### config.mk
export PLATFORM = sky130hd
export DESIGN_NAME = cla_seq_adder
export DESIGN_NICKNAME = d
export VERILOG_FILES = /design/src/rtl/cla_pkg.sv /design/src/rtl/cla_adder.sv /design/src/rtl/cla_seq_adder.sv
export SDC_FILE = /design/constraint.sdc
export NUM_CORES = 1
export LEC_CHECK = 0
export BUFFER_PORTS_ARGS = -buffer_cell sky130_fd_sc_hd__buf_4
export CORE_UTILIZATION = 50
export CTS_CLUSTER_SIZE = 16
export DETAILED_ROUTE_END_ITERATION = 12
export GPL_TIMING_DRIVEN = 0
export PLACE_DENSITY = 0.73
export SLEW_MARGIN = 20
export SYNTH_ARGS = -nofsm -noshare
export SYNTH_HDL_FRONTEND = slang
export SYNTH_SLANG_ARGS = --single-unit
### constraint.sdc
create_clock -name clk -period 4.05 [get_ports clk]
set_clock_uncertainty 0.2 [all_clocks]
set_input_delay 0.2025 -clock clk [delete_from_list [all_inputs] [get_ports clk]]
set_output_delay 0.2025 -clock clk [all_outputs]
set_load 0.02 [all_outputs]
### src/rtl/cla_pkg.sv
// Shared types and helpers for the nibble-serial carry-lookahead adder.
package cla_pkg;

  typedef enum logic [1:0] {
    StIdle,
    StRun,
    StDone
  } state_e;

  localparam int unsigned NIBBLE_W = 4;

  // Nibble counter width; at least one bit so a single-nibble build still has a counter.
  function automatic int unsigned cnt_w(input int unsigned nibbles);
    return (nibbles > 1) ? $clog2(nibbles) : 1;
  endfunction

endpackage

### src/rtl/cla_adder.sv
// 4-bit carry-lookahead adder slice, purely combinational.
module cla_adder (
  input  logic [3:0] a,
  input  logic [3:0] b,
  input  logic       cin,
  output logic [3:0] sum,
  output logic       cout
);

  logic [3:0] p;
  logic [3:0] g;
  logic [4:0] c;

  assign p = a ^ b;
  assign g = a & b;

  // Every carry is flattened from generate/propagate terms; no ripple chain.
  assign c[0] = cin;
  assign c[1] = g[0] | (p[0] & cin);
  assign c[2] = g[1] | (p[1] & g[0]) | (p[1] & p[0] & cin);
  assign c[3] = g[2] | (p[2] & g[1]) | (p[2] & p[1] & g[0]) | (p[2] & p[1] & p[0] & cin);
  assign c[4] = g[3] | (p[3] & g[2]) | (p[3] & p[2] & g[1]) | (p[3] & p[2] & p[1] & g[0])
              | (p[3] & p[2] & p[1] & p[0] & cin);

  assign sum  = p ^ c[3:0];
  assign cout = c[4];

endmodule

### src/rtl/cla_seq_adder.sv
// Multi-cycle add/subtract unit: one shared 4-bit CLA slice, one nibble per cycle, LSB first.
module cla_seq_adder
  import cla_pkg::*;
#(
  parameter int unsigned WIDTH = 16
) (
  input  logic             clk,
  input  logic             rst,
  input  logic             start,
  input  logic             sub,
  input  logic [WIDTH-1:0] a,
  input  logic [WIDTH-1:0] b,
  output logic             busy,
  output logic             done,
  output logic [WIDTH-1:0] result,
  output logic             cout,
  output logic             ovf
);

  localparam int unsigned NIBBLES = WIDTH / NIBBLE_W;
  localparam int unsigned CNT_W   = cnt_w(NIBBLES);
  localparam logic [CNT_W-1:0] LAST_K = CNT_W'(NIBBLES - 1);

  if (((WIDTH % NIBBLE_W) != 0) || (WIDTH < NIBBLE_W)) begin : g_bad_width
    $error("cla_seq_adder: WIDTH must be a multiple of 4 and at least 4");
  end

  state_e           state_q, state_d;
  logic [CNT_W-1:0] k_q, k_d;
  logic             carry_q, carry_d;
  logic [WIDTH-1:0] a_q, a_d;
  logic [WIDTH-1:0] b_q, b_d;
  logic [WIDTH-1:0] work_q, work_d;
  logic [WIDTH-1:0] result_q, result_d;
  logic             cout_q, cout_d;
  logic             ovf_q, ovf_d;

  logic [3:0]       slice_a, slice_b, slice_sum;
  logic             slice_cout;
  logic [WIDTH-1:0] work_next;

  // Select nibble k of the latched operands and merge the slice sum back into the working word.
  always_comb begin
    slice_a   = '0;
    slice_b   = '0;
    work_next = work_q;
    for (int i = 0; i < NIBBLES; i++) begin
      if (k_q == CNT_W'(i)) begin
        slice_a = a_q[i*NIBBLE_W +: NIBBLE_W];
        slice_b = b_q[i*NIBBLE_W +: NIBBLE_W];
        work_next[i*NIBBLE_W +: NIBBLE_W] = slice_sum;
      end
    end
  end

  cla_adder u_slice (
    .a    (slice_a),
    .b    (slice_b),
    .cin  (carry_q),
    .sum  (slice_sum),
    .cout (slice_cout)
  );

  always_comb begin
    state_d  = state_q;
    k_d      = k_q;
    carry_d  = carry_q;
    a_d      = a_q;
    b_d      = b_q;
    work_d   = work_q;
    result_d = result_q;
    cout_d   = cout_q;
    ovf_d    = ovf_q;
    unique case (state_q)
      StIdle, StDone: begin
        state_d = StIdle;
        if (start) begin
          a_d     = a;
          b_d     = sub ? ~b : b;
          carry_d = sub;
          k_d     = '0;
          state_d = StRun;
        end
      end
      StRun: begin
        work_d  = work_next;
        carry_d = slice_cout;
        if (k_q == LAST_K) begin
          state_d  = StDone;
          result_d = work_next;
          cout_d   = slice_cout;
          ovf_d    = (a_q[WIDTH-1] == b_q[WIDTH-1]) && (work_next[WIDTH-1] != a_q[WIDTH-1]);
        end else begin
          k_d = k_q + CNT_W'(1);
        end
      end
      default: state_d = StIdle;
    endcase
  end

  always_ff @(posedge clk) begin
    if (rst) begin
      state_q  <= StIdle;
      k_q      <= '0;
      carry_q  <= 1'b0;
      a_q      <= '0;
      b_q      <= '0;
      work_q   <= '0;
      result_q <= '0;
      cout_q   <= 1'b0;
      ovf_q    <= 1'b0;
    end else begin
      state_q  <= state_d;
      k_q      <= k_d;
      carry_q  <= carry_d;
      a_q      <= a_d;
      b_q      <= b_d;
      work_q   <= work_d;
      result_q <= result_d;
      cout_q   <= cout_d;
      ovf_q    <= ovf_d;
    end
  end

  assign busy   = (state_q == StRun);
  assign done   = (state_q == StDone);
  assign result = result_q;
  assign cout   = cout_q;
  assign ovf    = ovf_q;

endmodule

# --- After elaboration in Yosys (flattened, before gate mapping) ---
# Index checks and enable logic that the tools add are counted.
classes:
  add_sub_neg: 1
  n_eq_ne: 10
  n_mux: 21
  bitwise_logic: 30
  n_reduce_logical: 9
op_table:
  columns: ["operator", "n"]
  rows:
  - ["two-way mux 4 bit", 12]
  - ["bitwise AND 1 bit", 16]
  - ["two-way mux 16 bit", 1]
  - ["NOT 16 bit", 1]
  - ["bitwise OR 1 bit", 10]
  - ["case mux 2 bit (2 select lines)", 2]
  - ["bitwise XOR 4 bit", 2]
  - ["== test 2 bit (second input constant)", 3]
  - ["two-way mux 2 bit", 3]
  - ["AND reduction 2 bit", 3]
  - ["bitwise AND 4 bit", 1]
  - ["== test 2 x 1 -> 1 bit (second input constant)", 2]
  - ["zero test 2 bit", 2]
  - ["inequality test 2 bit (second input constant)", 2]
  - ["AND reduction 3 bit", 1]
  - ["adder 2 x 1 -> 2 bit (second input constant)", 1]
  - ["two-way mux 1 bit", 2]
  - ["inequality test 2 x 1 -> 1 bit (second input constant)", 1]
  - ["case mux 1 bit (2 select lines)", 1]
  - ["nonzero test 2 bit", 1]
  - ["OR reduction 2 bit", 1]
  - ["== test 1 bit", 1]
  - ["logical AND 1 bit", 1]
  - ["inequality test 1 bit", 1]
totals:
  register_bits: 71
  in_bits: 36
  wordCells: 80

# --- Depth between registers and ports, before layout ---
depth:
  depth_word: 14
  depth_mapped: 14
  ltp_nobuf: 11

# --- Hierarchy ---
# From an unflattened synthesis, not the netlist that was laid out.
hier_totals:
  hier_cells: 351
  hier_area_um2: 3204.3
by_module_without_submodules:
  columns: ["mod", "instances", "cells_each", "area_each_um2", "seq_area_each_um2"]
  rows:
  - ["cla_seq_adder", 1, 334, 3056.7, 1341.3]
  - ["cla_adder", 1, 17, 147.6, 0.0]

# --- Worst setup path before layout ---
# OpenSTA, ideal clock, no wires.
synth_timing:
  path_kind: "register to register"
  from: "register k_q[0]"
  to: "register ovf_q, in the netlist ovf"
  arrival_time_ns: 3.015
  required_ns: 3.762
  path_slack_ns: 0.746
  path_stages_with_launch: 15
  path_buffers: 3
  synth_period_minus_slack_ns: 3.304
  path_cell_list: "dfxtp_1 -> inv_1 -> ha_1 -> clkbuf_1 -> clkbuf_1 -> nand3b_1 -> a21oi_1 -> a21oi_1 -> o21ai_0 -> ha_1 -> a211o_1 -> a211o_1 -> buf_6 -> a31o_1 -> a311oi_2"
synth_via:
  elab_chain_len: 14
  word_cells_on_any_way: 27
  cone_classes: "eq/ne (4); mux (9); bitwise (11); reduce/logical (3)"
synth_lines:
  columns: ["element", "line", "source"]
  rows:
  - ["start: declaration", "cla_seq_adder.sv:29", "logic [CNT_W-1:0] k_q, k_d;"]
  - ["start signal: assignment", "cla_seq_adder.sv:114", "k_q <= k_d;"]
  - ["zero test 2 bit", "cla_seq_adder.sv:48", "if (k_q == CNT_W'(i)) begin"]
  - ["two-way mux 4 bit (4 in a row)", "cla_seq_adder.sv:48", null]
  - ["bitwise XOR 4 bit / bitwise AND 4 bit (equally long branches)", "cla_adder.sv:14, cla_adder.sv:15", null]
  - ["bitwise AND 1 bit", "cla_adder.sv:21", "assign c[3] = g[2] | (p[2] & g[1]) | (p[2] & p[1] & g[0]) | (p[2] & p[1] & p[0] & cin);"]
  - ["bitwise OR 1 bit / bitwise AND 1 bit (equally long branches) (2 in a row)", "cla_adder.sv:21", null]
  - ["bitwise OR 1 bit", "cla_adder.sv:21", null]
  - ["bitwise XOR 4 bit", "cla_adder.sv:25", "assign sum = p ^ c[3:0];"]
  - ["two-way mux 4 bit", "cla_seq_adder.sv:48", null]
  - ["inequality test 1 bit", "cla_seq_adder.sv:92", "ovf_d = (a_q[WIDTH-1] == b_q[WIDTH-1]) && (work_next[WIDTH-1] != a_q[WIDTH-1]);"]
  - ["logical AND 1 bit", "cla_seq_adder.sv:92", null]
  - ["end signal: assignment", "cla_seq_adder.sv:121", "ovf_q <= ovf_d;"]
  - ["end: declaration", "cla_seq_adder.sv:36", "logic ovf_q, ovf_d;"]
# Parallel ways exist; a longest one is shown, timed or not.
# A chain may end at the register's enable or synchronous reset.

# --- Final worst setup path ---
# Same ends and word-level chain as after synthesis.

==> results.yml <==
place:
  detailed_place_hpwl_um: 5670
  cell_area_placed_um2: 3620
  dp_cells: 518
  gp_routability_congestion: 0.854
  port_buffers: 53
global_route:
  maximum_number_of_pins_on_one_net_before_global_route_repair: 11
  grt_pass1_vias: 2869
  grt_antenna_before_repair: 0
  grt_first_pass_wirelength_um: 13200
  grt_overflow: 0
  track_usage_pct: 26.7
critical_path:
  crit_path_cell_trace: "inv_1, ha_1, clkbuf_1, clkbuf_2, nand3b_1, a21oi_1, a21oi_1, o21ai_0, ha_1, a211o_1, a211o_1, buf_6, a31o_1, a311oi_2"
  cp-end-kind: "flop"
  critical_path.slowest_cell: "clkbuf_1"
  worst_ep_arrival_time_ns: 3.84
  path_max_fanout: 10
  cp_data_required_time_ns: 4.11
  setup.worst_path.class: "flop to flop"
  slowest_delay_ns: 0.37
  crit_path_start_kind: "flop"
timing:
  setup_tns_ns: 0
  min_period_over_period_pct: 93.4
  setup-violations-final: 0
  timing_max_transition_violations_final: 0
  finalWorstPathRequiredPeriod_ns: 3.78
  hold_viol: 0
  setup_repair_after_global_routing_missed_its_margin: "false"
  slew_at_the_pin_with_the_worst_max_slew_slack_ns: 0.673
  worst_slew_margin_rel_pct: 54.8
  maximum_achievable_frequency_mhz: 264
min_path:
  worst_hold_path_type: "input port to flop"
drt:
  ant_nets: 0
  post_drt_via_cell_ratio: 5.35
  number_of_design_rule_violations_left_by_the_first_detailed_router_iteration: 202
  totalWireLength_um: 8050
  drt-pass1-iter-count: 4
  num_vias: 3021
  drt_drc_violations_left: 0
  routedWlPerCell_um: 14.3
power_and_ir_drop:
  cellPowerDensity_nw_per_um2: 374
  ir_drop_mv: 0.219
  cellLeakagePower_nw: 1.59
clock_tree:
  worst_setup_hold_path_clk_slew_ns: 0.07
  cts_root_buffer: "clkbuf_8"
  cts.repair_timing.setup_buffer_count: 0
  tritoncts_clock_tree: "yes"
  clock-sinks: 67
  ctsLongestPathBuffers: 2
  tritoncts.num_buffers: 9
  htree_levels: 3
  worst_skew_pair_later_pin_latency_ns: 0.35
logic_synthesis:
  async_flop_share_pct: 0
  synth.most_common_cell: "nand2_1"
  yosysWarningCount: 0
  yosysTopAreaCell: "dfxtp_1"
  number_of_distinct_library_cell_variants_in_the_gate_level_netlist_after_synthesis: 34
  post-synth-top-area-fraction_pct: 42.9
  synth.area.top_cells: "dfxtp_1 (43%), nand2_1 (9.5%), a21oi_1 (8.2%)"
  syn_area_um2: 3130
  netlist_top_cells_count: "nand2_1 (79), dfxtp_1 (67), a21oi_1 (51)"
  average_footprint_of_a_synthesized_cell_um2: 8.02
  synth_ff_type: "dfxtp_1"
  synth-edff-count: 0
  ys_ff_latch: 67
  synth-seq-area-share_pct: 42.9
  syn-instance-count: 390
  postSynthNetCount: 435
die:
  die_h_um: 81.1
  die_area_um2: 6580
  pin_count: 56
  floorplan.initialDensity_pct: 52.2
  die-width_um: 81.1
  core_region_area_um2: 5990
  num_rows: 28
finish:
  nFillCells: 493
  finalInstanceArea_um2: 4140
  antenna_cells: 0
  seq_area_um2: 1340
  final_nets: 531
  final_cell_count_no_fill: 565
  drive_gt1_share_pct: 16.1
  multi_input_comb_area_um2: 1640
  flow.area_growth_from_synthesis_pct: 32.2
status:
  status: "finished, final reports clean"
flow_run:
  max_cap_violations: 0
state kept, by name, summed over array words and instances (netlist names):
name	cells
result	16
b_q	16
cout	1
ovf	1
state_q	2
k_q	2
a_q	16
carry_q	1
work_q	12
power breakdown:
part	switching [mW]	internal [mW]	total, mW
sequential	0.0198	0.691	0.711
clock	0.244	0.314	0.558
combinational	0.153	0.123	0.276
total	0.416	1.13	1.55
per-stage QoR:
stage	total power, mW	hold slack [ns]	worst slack, ns	util, %
3_3_place_gp	0.969	0.238	0.199	60.4
5_1_grt	1.61	0.124	0.0287	69.0
4_1_cts	1.55	0.0961	0.0756	69.0
2_1_floorplan	0.892	0.138	0.746	-
6_report	1.55	0.0896	0.268	69.0
3_5_place_dp	0.975	0.243	0.133	60.4
worst paths after layout:
kind / depth (start not counted) / slack, ns / startpoint / endpoint
min: 3 / 0.09 / sub / carry_q$_SDFFE_PP0P_
max reg2reg: 14 / 0.27 / k_q[0]$_SDFFE_PP0P_ / ovf$_SDFFE_PP0P_
max: 14 / 0.27 / k_q[0]$_SDFFE_PP0P_ / ovf$_SDFFE_PP0P_
min reg2reg: 2 / 0.25 / work_q[2]$_SDFFE_PP0P_ / work_q[2]$_SDFFE_PP0P_
layer usage:
| metal | GRT usage (%) | routed length (µm) | vias up |
|---|---|---|---|
| met5 | 0 | 0 | - |
| met4 | 13.8 | 150 | 0 |
| met3 | 3.93 | 532 | 14 |
| met2 | 43.2 | 3870 | 97 |
| met1 | 34.3 | 3500 | 1383 |
| li1 | - | - | 1527 |
kinds of logic (layout without fill, tap and decap cells):
family	after synthesis	after routing	synth area share, %
AOI/OAI and AO/OA	100	100	20.1
xor gates and xnor gates	17	17	4.76
adders and majority gates	9	9	3.84
buffers and inverters	36	136	4.80
DFF	67	67	42.9
muxes	3	3	0.960
and+or+nand+nor	158	158	22.7
repair_timing:
item	in CTS	in global routing
setup endpoints to repair	0	2
hold endpoints to repair	32	0
hold buffers	32	0
gates resized for setup	0	2
layout by cell type (no fill, tap or decap), types with 2 or more instances in the layout:
cell type	instances
nand4_1	8
inv_1	3
o21ai_0	7
nand3_1	4
and2_1	4
a21oi_1	51
dfxtp_1	67
nor2b_1	6
buf_4	53
nor3_1	5
clkbuf_1	27
a211o_1	2
xnor2_1	17
nor2_1	37
a311oi_1	6
clkbuf_8	11
mux2i_1	3
dlygate4sd3_1	32
nand2_1	79
buf_2	6
o211ai_1	3
o21ai_1	2
nand2b_1	4
ha_1	8
a211oi_1	23
nand3b_1	8
cell type report:
type,instances,share of cell area [%]
multi-input combinational,287,39.6
sequential,67,32.4
timing repair buffer,85,17.4
clock buffer,13,3.84
buffer,33,3.39
tap,75,2.27
clock inverter,2,0.847
inverter,3,0.272
worst max-delay path: cells and delay by family (launching register included):
family / cells / cell delay [ns]
flops: 1 / 0.34
buf+inv: 4 / 0.98
fa+ha+maj: 2 / 0.46
simple gates: 1 / 0.12
compound gates: 7 / 1.60
No activity file was read; power rests on OpenSTA's default activity.
